`src/rtl/tomasulo_pkg.sv`:
```
// Shared Tomasulo scheduling types: dispatch FSM encoding, default widths and
// the wrap-safe issue-tag comparison used by the dispatch arbiters.
package tomasulo_pkg;

  localparam int unsigned DEF_N_RS   = 4;
  localparam int unsigned DEF_AGE_W  = 10;
  localparam int unsigned DEF_DATA_W = 16;
  localparam int unsigned DEF_OP_W   = 3;
  localparam int unsigned DEF_ID_W   = 3;

  typedef enum logic [1:0] {
    ST_IDLE  = 2'd0,
    ST_SEL   = 2'd1,
    ST_ISSUE = 2'd2,
    ST_WAIT  = 2'd3
  } disp_state_t;

  // a is older than b when b sits less than half the tag ring ahead of a
  function automatic logic age_older(input logic [31:0] a, input logic [31:0] b,
                                     input int unsigned aw);
    logic [31:0] mask;
    logic [31:0] diff;
    mask = (aw >= 32) ? 32'hFFFF_FFFF : ((32'd1 << aw) - 32'd1);
    diff = (b - a) & mask;
    return (diff != 32'd0) && (diff < (32'd1 << (aw - 1)));
  endfunction

endpackage

```
`src/rtl/oldest_select.sv`:
```
// Combinational oldest-ready selection across N_RS stations; equal tags keep
// the lowest index because a later station must be strictly older to win.
module oldest_select
  import tomasulo_pkg::*;
#(
  parameter int N_RS  = DEF_N_RS,
  parameter int AGE_W = DEF_AGE_W,
  parameter int IDX_W = (N_RS > 1) ? $clog2(N_RS) : 1
) (
  input  logic [N_RS-1:0]       i_ready,
  input  logic [N_RS*AGE_W-1:0] i_age,
  output logic [IDX_W-1:0]      o_win_idx,
  output logic                  o_valid
);

  logic             w_best_v;
  logic [AGE_W-1:0] w_best_age;
  logic [IDX_W-1:0] w_best_idx;

  always_comb begin
    w_best_v   = 1'b0;
    w_best_age = '0;
    w_best_idx = '0;
    for (int k = 0; k < N_RS; k++) begin
      if (i_ready[k] &&
          (!w_best_v || age_older(32'(i_age[k*AGE_W +: AGE_W]), 32'(w_best_age), AGE_W))) begin
        w_best_v   = 1'b1;
        w_best_age = i_age[k*AGE_W +: AGE_W];
        w_best_idx = IDX_W'(k);
      end
    end
  end

  assign o_win_idx = w_best_idx;
  assign o_valid   = w_best_v;

endmodule

```
`src/rtl/rs_dispatch_arbiter.sv`:
```
// Issues the oldest ready add/sub reservation station to the shared UA, one op
// in flight. Optional DISP_STALL_CNT_EN adds a saturating stall_cnt output.
//
// state    | meaning
// ST_IDLE  | scanning requests, nothing latched for issue
// ST_SEL   | winner and operands latched, winner request re-checked
// ST_ISSUE | waiting for !fu_busy, then start + grant pulse
// ST_WAIT  | op in flight until fu_done
module rs_dispatch_arbiter
  import tomasulo_pkg::*;
#(
  parameter int N_RS   = DEF_N_RS,
  parameter int AGE_W  = DEF_AGE_W,
  parameter int DATA_W = DEF_DATA_W,
  parameter int OP_W   = DEF_OP_W,
  parameter int ID_W   = DEF_ID_W
) (
  input  logic                   CLK,
  input  logic                   CLR,
  input  logic [N_RS-1:0]        rs_ready,
  input  logic [N_RS*AGE_W-1:0]  rs_age,
  input  logic [N_RS*DATA_W-1:0] rs_val1,
  input  logic [N_RS*DATA_W-1:0] rs_val2,
  input  logic [N_RS*OP_W-1:0]   rs_op,
  input  logic [N_RS*ID_W-1:0]   rs_id,
  output logic [N_RS-1:0]        rs_grant,
  input  logic                   fu_busy,
  input  logic                   fu_done,
  output logic                   fu_start,
  output logic [DATA_W-1:0]      fu_val1,
  output logic [DATA_W-1:0]      fu_val2,
  output logic [OP_W-1:0]        fu_op,
  output logic [ID_W-1:0]        fu_id,
  output logic                   inflight
`ifdef DISP_STALL_CNT_EN
  ,
  output logic [15:0]            stall_cnt
`endif
);

  localparam int IDX_W = (N_RS > 1) ? $clog2(N_RS) : 1;

  disp_state_t       r_state, w_state_nxt;
  logic [IDX_W-1:0]  w_win_idx, r_win;
  logic              w_win_valid;
  logic [DATA_W-1:0] r_val1, r_val2;
  logic [OP_W-1:0]   r_op;
  logic [ID_W-1:0]   r_id;
  logic              r_inflight;

  oldest_select #(.N_RS(N_RS), .AGE_W(AGE_W), .IDX_W(IDX_W)) u_oldest_select (
    .i_ready  (rs_ready),
    .i_age    (rs_age),
    .o_win_idx(w_win_idx),
    .o_valid  (w_win_valid)
  );

  always_ff @(posedge CLK) begin
    if (CLR) r_state <= ST_IDLE;
    else     r_state <= w_state_nxt;
  end

  always_comb begin
    w_state_nxt = r_state;
    case (r_state)
      ST_IDLE:  if (w_win_valid && !fu_busy) w_state_nxt = ST_SEL;
      ST_SEL:   w_state_nxt = rs_ready[r_win] ? ST_ISSUE : ST_IDLE;
      ST_ISSUE: if (!fu_busy) w_state_nxt = ST_WAIT;
      ST_WAIT:  if (fu_done) w_state_nxt = ST_IDLE;
      default:  w_state_nxt = ST_IDLE;
    endcase
  end

  always_comb begin
    fu_start = (r_state == ST_ISSUE) && !fu_busy;
    rs_grant = '0;
    if (fu_start) rs_grant[r_win] = 1'b1;
  end

  // Operands are captured only on the IDLE->SEL edge so they stay stable through WAIT
  always_ff @(posedge CLK) begin
    if (CLR) begin
      r_win      <= '0;
      r_val1     <= '0;
      r_val2     <= '0;
      r_op       <= '0;
      r_id       <= '0;
      r_inflight <= 1'b0;
    end else begin
      if (r_state == ST_IDLE && w_state_nxt == ST_SEL) begin
        r_win  <= w_win_idx;
        r_val1 <= rs_val1[w_win_idx*DATA_W +: DATA_W];
        r_val2 <= rs_val2[w_win_idx*DATA_W +: DATA_W];
        r_op   <= rs_op[w_win_idx*OP_W +: OP_W];
        r_id   <= rs_id[w_win_idx*ID_W +: ID_W];
      end
      if (fu_start)                          r_inflight <= 1'b1;
      else if (r_state == ST_WAIT && fu_done) r_inflight <= 1'b0;
    end
  end

  assign fu_val1  = r_val1;
  assign fu_val2  = r_val2;
  assign fu_op    = r_op;
  assign fu_id    = r_id;
  assign inflight = r_inflight;

`ifdef DISP_STALL_CNT_EN
  logic [15:0] r_stall_cnt;

  always_ff @(posedge CLK) begin
    if (CLR) r_stall_cnt <= '0;
    else if ((|rs_ready) && !fu_start && (r_stall_cnt != 16'hFFFF))
      r_stall_cnt <= r_stall_cnt + 16'd1;
  end

  assign stall_cnt = r_stall_cnt;
`endif

endmodule
```
`config.mk`:
```
export PLATFORM = sky130hd
export DESIGN_NAME = rs_dispatch_arbiter
export DESIGN_NICKNAME = d
export VERILOG_FILES = /design/src/rtl/tomasulo_pkg.sv /design/src/rtl/oldest_select.sv /design/src/rtl/rs_dispatch_arbiter.sv
export SDC_FILE = /design/constraint.sdc
export NUM_CORES = 1
export LEC_CHECK = 0
export CAP_MARGIN = 20
export CORE_MARGIN = 2
export CORE_UTILIZATION = 41
export DETAILED_ROUTE_END_ITERATION = 12
export PLACE_DENSITY = 0.89
export REMOVE_ABC_BUFFERS = 1
export SLEW_MARGIN = 25
export SYNTH_ARGS = -nofsm -noshare
export SYNTH_HDL_FRONTEND = slang
export SYNTH_SLANG_ARGS = --single-unit
```
`constraint.sdc`:
```
create_clock -name CLK -period 11.6 [get_ports CLK]
set_input_delay 2.32 -clock CLK [delete_from_list [all_inputs] [get_ports CLK]]
set_output_delay 2.32 -clock CLK [all_outputs]
set_load 0.02 [all_outputs]
```
==> flow_summary.toml <==
[status]
outcome = "completed"

[drt]
drc = 0
vias_per_cell = 5.64
via_count = 5243
wl_per_cell_um = 18.3
ant_nets = 0
drtPass1Iterations = 5
wl_mm = 17.0
drt-initial-drc-count = 261

[yosys]
avgSynthCellArea_um2 = 8.27
synth-seq-cells = 43
synthTopCellsByArea = "dfxtp_1 19%, mux2_2 13%, mux2i_1 8.3%"
async_reset_ff_share_pct = 0
yosysUniqueCellTypes = 55
synth_ff_type = "dfxtp_1"
synthCells = 555
synth_xor_area_share_pct = 3.63
synthMuxAreaShare_pct = 26.9
yosysSeqAreaShare_pct = 18.8
yosysWarnings = 0
synth_top_area_cell = "dfxtp_1"
synthAdderAreaFrac_pct = 8.67
netlist_area_um2 = 4590
synth_top_family_by_area = "multiplexers"
yosys.area_share.simple_pct = 15.1
synth-compound-area-share_pct = 20.5
synth_enable_flop_cells = 0
netlist.area_leader.share_pct = 18.8

[clock_tree]
clock_latency_ns = 0.29
numCtsBuffers = 5
clk_pin_slew_ns = 0.09
cts-htree-levels = 2
cts_root_buffer = "clkbuf_8"
cts_tree = "done"
cts_sinks = 43
cts_buffer_depth = 2

[pwr]
leakage_nw = 3.10
peakVddDrop_v = 0.0000598
clkPwrFrac_pct = 13.3
switching_share_pct = 39.1
p_int_mw = 0.440
switchingPower_mw = 0.282
p_seq_share_pct = 24.7
cellPowerDensity_nw_per_um2 = 98.9
comb_power_share_pct = 62.0
total_power_mw = 0.722

[critical_path]
critPathMaxFanout = 21
startpoint_type = "input pin"
path_buf_inv = 7
crit_required_ns = 11.80
arrival_ns = 11.33
end_kind = "flop"
cpMaxStageDelayCell = "clkdlybuf4s50_1"
critical_path.top_delay_family = "compound AO/OA/AOI/OAI gates"
crit_type = "input pin to flop"
slowest_delay_ns = 0.48

[sta]
period_needed_ns = 11.12
final_hold_viol_count = 0
setup_ws_ns = 0.476
setup_viol = 0
clock_skew_ns = 0.00471
tightest_slew_ns = 0.777
slew_headroom_pct = 48.2
final-max-slew-violation-count = 0
clock.fmax_mhz = 89.9
timing.final.crit_share_pct = 95.9

[finish]
syn2layout_area_growth_pct = 59.1
fin_area_um2 = 7300
drive_above_1_share_pct = 11.5
seqCellArea_um2 = 861
multi_input_area_um2 = 3480
nNetsFinal = 1017
fill_cells = 846
fin_cells = 929

[global_route]
grt-ovfl-total = 0
grt_max_degree = 82
antenna_found_initial = 1
grt_pass1_vias = 5448
track_usage_pct = 26.3
grt_pass1_wl_mm = 24.8

[die]
rows = 38
die_h_um = 110
die_width_um = 110
ios = 244
die_area_um2 = 12100
initial_utilization_pct = 42.2
core_um2 = 10900

[worst_hold_path]
worst_hold_path_type = "flop to flop"

[run]
max_cap_violations = 0

[placed_design]
placed_cells = 915
place_ws_ns = 0.112
dp.final_hpwl_mm = 13.6
routabilityCongestion = 0.891
numPortBuffers = 243
place_area_um2 = 7130
-- cell usage in the layout (no fill, tap or decap), types with 13 or more instances in the layout --
master           Yosys  final
a211oi_1            40     40
a21oi_1             21     21
clkdlybuf4s50_1      0    243
dfxtp_1             43     43
ha_1                27     27
inv_1               36     36
mux2_1              20     20
mux2_2              54     54
mux2i_1             38     38
nand2_1             36     36
nor2_1              68     68
nor3_1              13     13
o21ai_0             13     13
-- sequential cells by signal, indices dropped and copies added (netlist names) --
name      count
fu_id         3
fu_val1      16
r_state       2
fu_val2      16
inflight      1
fu_op         3
r_win         2
-- cell usage after synthesis, types with 3 or more instances --
cell type  number
mux2_1         20
and2_1         10
nor3_1         13
a21oi_1        21
inv_1          36
a211oi_1       40
nand2b_1        3
ha_1           27
buf_6           4
nor2_1         68
xnor2_1         9
o211ai_1        5
fa_1            3
mux2_2         54
clkbuf_1       18
o21ai_0        13
nor2b_1         5
a31oi_1         9
buf_2           9
o22ai_1         3
dfxtp_1        43
a21o_1          7
o211a_1         3
or3_1           3
nand3_1         4
xor2_1         10
o21a_1          3
mux2i_1        38
nand2_1        36
-- metrics by stage --
stage	setup TNS, ns	util, %	hold slack (ns)
CTS	0	66.3	0.508
detailed placement	0	65.5	0.494
finish	0	67.1	0.506
global route	-0.143	67.1	0.525
floorplan	-104.25	-	0.511
global placement	0	65.5	0.487
-- power by group through the flow --
| stage | Sequential (mW) | Clock, mW | Combinational [mW] |
|---|---|---|---|
| global route | 0.181 | 0.105 | 0.480 |
| CTS | 0.178 | 0.0982 | 0.431 |
| floorplan | 0.201 | 0 | 0.249 |
| finish | 0.178 | 0.0962 | 0.448 |
| detailed placement | 0.181 | 0 | 0.429 |
| global placement | 0.180 | 0 | 0.408 |
-- logic make-up after synthesis --
family | count (synthesis)
adder cells (fa/ha/maj) | 30
XOR/XNOR | 19
multiplexers | 113
buffers and inverters | 67
flip-flops | 43
AND/OR/NAND/NOR | 154
AO/OA/AOI/OAI | 129
-- timing repair --
item,CTS,global route
resized for setup,0,7
buffers inserted,0,3
hold buffers,0,0
endpoints found under the setup margin,0,40
-- area by class of cell --
class | count | area share (%)
flip-flops and latches | 43 | 11.8
clock inverters | 3 | 0.274
well taps | 140 | 2.40
inverters | 36 | 1.85
multi-input cells | 445 | 47.7
clock buffers | 5 | 0.943
diodes | 1 | 0.0343
repair buffers | 256 | 35.0
-- tightest hold or removal path: cells and delay by family (launching register included) --
kind               cells  cell delay [ns]
and+or+nand+nor        1             0.10
DFF                    1             0.32
AOI/OAI and AO/OA      1             0.05
-- final timing paths --
check | start | end | slack, ns | cells after the start
setup / recovery | rs_ready[0] | fu_val1[15] | 0.48 | 40
hold / removal | fu_val2[14] | fu_val2[14] | 0.51 | 2
setup reg to reg | r_state[0] | fu_val1[1] | 9.68 | 4
hold reg to reg | fu_val2[14] | fu_val2[14] | 0.51 | 2
-- layer usage --
metal / up-vias / routed length, um / GRT usage (%)
li1: 2474 / - / -
met1: 2450 / 5940 / 26.1
met2: 260 / 9070 / 50.2
met3: 59 / 1310 / 6.70
met4: 0 / 703 / 12.6
met5: - / 0 / 0
No activity file was read; power rests on OpenSTA's default activity.
==> patch 1: new RTL, same settings <==
`DEF_AGE_W`: 10 -> 5.
--- a/src/rtl/tomasulo_pkg.sv
+++ b/src/rtl/tomasulo_pkg.sv
@@ -4,5 +4,5 @@
 
   localparam int unsigned DEF_N_RS   = 4;
-  localparam int unsigned DEF_AGE_W  = 10;
+  localparam int unsigned DEF_AGE_W  = 5;
   localparam int unsigned DEF_DATA_W = 16;
   localparam int unsigned DEF_OP_W   = 3;
Ports: changed (resized rs_age); port bits go from 244 to 224. No check against the original RTL was run, so the function may have changed too.
==> patch 1 against the original RTL <==
First-iteration DRC count shrank 50%. Sequential cell count is the same. Critical path type unchanged. Power shrank 14%. Die area shrank 20%. Register-to-register slack lost 0.18 ns. Cell area shrank 18%. Setup slack gained 0.96 ns. Area after synthesis shrank 21%. Wire length shrank 24%. Sequential share of layout area grew 2.7 points. Highest routed layer unchanged.
==> patch 1: results <==
metrics = {
    "sta": {
        "worstMarginPinSlew_ns": 1.00,
        "finClkSkew_ns": 0.00807,
    },
    "worst_setup_path": {
        "cp.arrival_ns": 10.38,
        "slowest_stage": "o41a_2",
        "cp_max_fo": 42,
        "critPathMaxStageDelay_ns": 0.76,
    },
    "layout": {
        "fillers": 682,
        "nets": 868,
        "instances_no_fill": 785,
        "drive_gt1_share_pct": 9.31,
        "syn_to_final_growth_pct": 64.3,
        "diodes": 0,
    },
    "placement": {
        "gp_congestion": 0.931,
        "placedInstanceArea_um2": 5860,
        "port_buffers": 223,
        "dp_cells": 777,
        "place_hpwl_mm": 9.99,
    },
    "clock_tree": {
        "root_buffer": "clkbuf_8",
        "cts_max_level": 2,
        "insertion_delay_ns": 0.30,
    },
    "logic_synthesis": {
        "synth_cell_types": 47,
        "synthTopCellsByArea": "dfxtp_1 (24%), a311oi_2 (16%), nand2_1 (13%), a311o_1 (10%), nor2_1 (9.5%)",
        "muxShareOfSynthArea_pct": 1.55,
        "synth_compound_area_share_pct": 34.1,
        "yosys.area_share.xor_xnor_pct": 2.21,
        "synth_common_cells": "nand2_1 (130), nor2_1 (92), dfxtp_1 (43)",
        "yosysSeqAreaShare_pct": 23.7,
        "yosys.area_share.adder_pct": 4.14,
        "netlist_instances": 482,
    },
    "pwr": {
        "cellLeakagePower_nw": 2.23,
        "ir_drop_mv": 0.0464,
    },
    "route": {
        "vias_per_cell": 5.60,
        "wl_per_cell_um": 16.5,
        "first_iter_violations": 131,
    },
    "global_route": {
        "grt_antenna_before_repair": 0,
        "gr-usage-all-layers_pct": 25.9,
        "grt_pass1_vias": 4421,
        "grt_first_pass_wirelength_mm": 20.6,
    },
    "outcome": {
        "status": "complete, no violations",
    },
}
patch 1: worst register-to-register path: stages (launching register included):
cell and delay (ns):
dfxtp_1 0.36, a2111oi_2 0.36, buf_4 0.81, nor2_1 0.21
a311oi_2 0.27
patch 1: kinds of logic (layout without fill, tap and decap cells):
group	after synthesis	in the layout
compound gates	115	115
xor+xnor	6	6
fa+ha+maj	12	12
buf+inv	57	252
flops	43	43
mux	4	4
simple gates	245	245
patch 1: power breakdown:
group	internal [mW]	total (mW)	switching, mW
combinational	0.169	0.340	0.171
clock	0.0489	0.105	0.0557
sequential	0.168	0.180	0.0123
patch 1: layout make-up:
type | instances | share of cell area [%]
sequential | 43 | 14.4
timing repair buffer | 230 | 38.3
clock buffer | 7 | 1.45
tap | 108 | 2.27
inverter | 14 | 0.882
multi-input combinational | 382 | 42.5
clock inverter | 1 | 0.147
patch 1: final timing paths:
path / startpoint / to / slack, ns / cells after the start
setup reg to reg: r_state[0] / fu_id[1] / 9.50 / 4
setup / recovery: rs_ready[0] / fu_val2[1] / 1.44 / 27
hold / removal: inflight / inflight / 0.53 / 2
hold reg to reg: inflight / inflight / 0.53 / 2
patch 1: per-stage QoR:
| step | setup slack (ns) | total power, mW |
|---|---|---|
| floorplan | -1.29 | 0.389 |
| global placement | 1.45 | 0.510 |
| detailed placement | 1.16 | 0.522 |
| CTS | 1.46 | 0.628 |
| global route | 0.879 | 0.662 |
| finish | 1.44 | 0.624 |
patch 1: per-layer routing:
metal | GRT usage, % | part of all wire, % | up-vias
met5 | 0 | 0 | -
met4 | 11.1 | 3.6 | 0
met3 | 6.66 | 7.8 | 39
met2 | 47.3 | 51 | 204
met1 | 28.2 | 37 | 2034
li1 | - | - | 2119
==> patch 2: new RTL, same settings <==
Made on the original files. Encoding of `disp_state_t`: now Gray code (2 bits for 4 states).
--- a/src/rtl/tomasulo_pkg.sv
+++ b/src/rtl/tomasulo_pkg.sv
@@ -10,8 +10,8 @@
 
   typedef enum logic [1:0] {
-    ST_IDLE  = 2'd0,
-    ST_SEL   = 2'd1,
-    ST_ISSUE = 2'd2,
-    ST_WAIT  = 2'd3
+    ST_IDLE  = 2'b00,
+    ST_SEL   = 2'b01,
+    ST_ISSUE = 2'b11,
+    ST_WAIT  = 2'b10
   } disp_state_t;
 
Formal check against the unedited RTL: no difference found for any inputs over 10 cycles, from zero or initial values; not proved beyond that.
==> patch 2 against the original RTL <==
Register-to-register slack better by 0.04 ns. Setup slack better by 0.57 ns. Wire length down 1.2%. Largest power group unchanged. Sequential cell count unchanged. Power down 1.0%. Cell area down 1.9%. Synthesized cell count down 0.18%. Count of clock-buffer cells in the layout up 1. Area after synthesis down 3.9%.
==> patch 2: results <==
metrics = {
    "placement": {
        "place_hpwl_mm": 14.2,
        "placedInstanceArea_um2": 7030,
        "place_ws_ns": 0.859,
        "gp_congestion": 0.939,
    },
    "global_route": {
        "grt_first_pass_wirelength_mm": 26.0,
        "grtUsageMet1_pct": 30.8,
        "grt_use_met2_pct": 50.4,
        "gr-usage-all-layers_pct": 28.2,
        "grt_pass1_vias": 5430,
    },
    "route": {
        "first_iter_violations": 282,
        "vias_per_cell": 5.51,
        "route.met2.wl_mm": 8.51,
        "drt_wl_total_mm": 16.8,
        "wirelength_met1_mm": 6.08,
    },
    "logic_synthesis": {
        "muxShareOfSynthArea_pct": 21.8,
        "synth_cell_types": 61,
        "yosys.area_share.xor_xnor_pct": 3.37,
        "netlist_instances": 554,
        "yosys.area_share.adder_pct": 9.02,
        "synth_compound_area_share_pct": 21.6,
    },
    "layout": {
        "drive_gt1_share_pct": 10.5,
        "fillers": 834,
        "nets": 1023,
    },
    "worst_hold_path": {
        "hp-start": "fu_val1[7]",
        "whs_endpoint": "fu_val1[7]",
    },
    "pwr": {
        "cellLeakagePower_nw": 2.98,
        "ir_drop_mv": 0.0816,
    },
    "worst_setup_path": {
        "critPathMaxStageDelay_ns": 0.52,
        "cp_max_fo": 37,
        "reg2reg_depth": 7,
        "cp.arrival_ns": 10.70,
        "r2r_setup_slack_ns": 9.72,
        "endpoint": "fu_val2[11]",
    },
    "sta": {
        "finClkSkew_ns": 0.0114,
        "holdWs_ns": 0.476,
        "maxSlewHeadroom_pct": 55.6,
        "fmax_mhz": 94.7,
    },
    "outcome": {
        "status": "complete, no violations",
    },
}
==> patch 2: changes by cell type after synthesis, sizes merged, moves of 6 or more <==
cell / before / now
xor2: 10 / 4
nand2: 36 / 73
a211oi: 42 / 2
a31oi: 10 / 4
nor3: 13 / 6
o21ai: 15 / 23
o221ai: 0 / 38
mux2: 74 / 47
nor2: 68 / 19
inv: 36 / 77
==> patch 2: cell type report <==
class / instances / area, µm² / share of cell area (%)
Clock inverter: 2 / 60.1 / 0.839
Sequential cell: 43 / 861 / 12.0
Inverter: 77 / 289 / 4.04
Timing Repair Buffer: 258 / 2550 / 35.6
Tap cell: 136 / 170 / 2.38
Multi-Input combinational cell: 408 / 3150 / 44.0
Antenna cell: 1 / 2.50 / 0.0349
Clock buffer: 6 / 72.6 / 1.01
==> patch 2: power breakdown <==
group | internal [mW] | total, mW | leakage [nW] | switching [mW]
registers | 0.169 | 0.183 | 0.353 | 0.0145
clock network | 0.0861 | 0.137 | 0.0654 | 0.0512
logic | 0.207 | 0.394 | 2.56 | 0.187
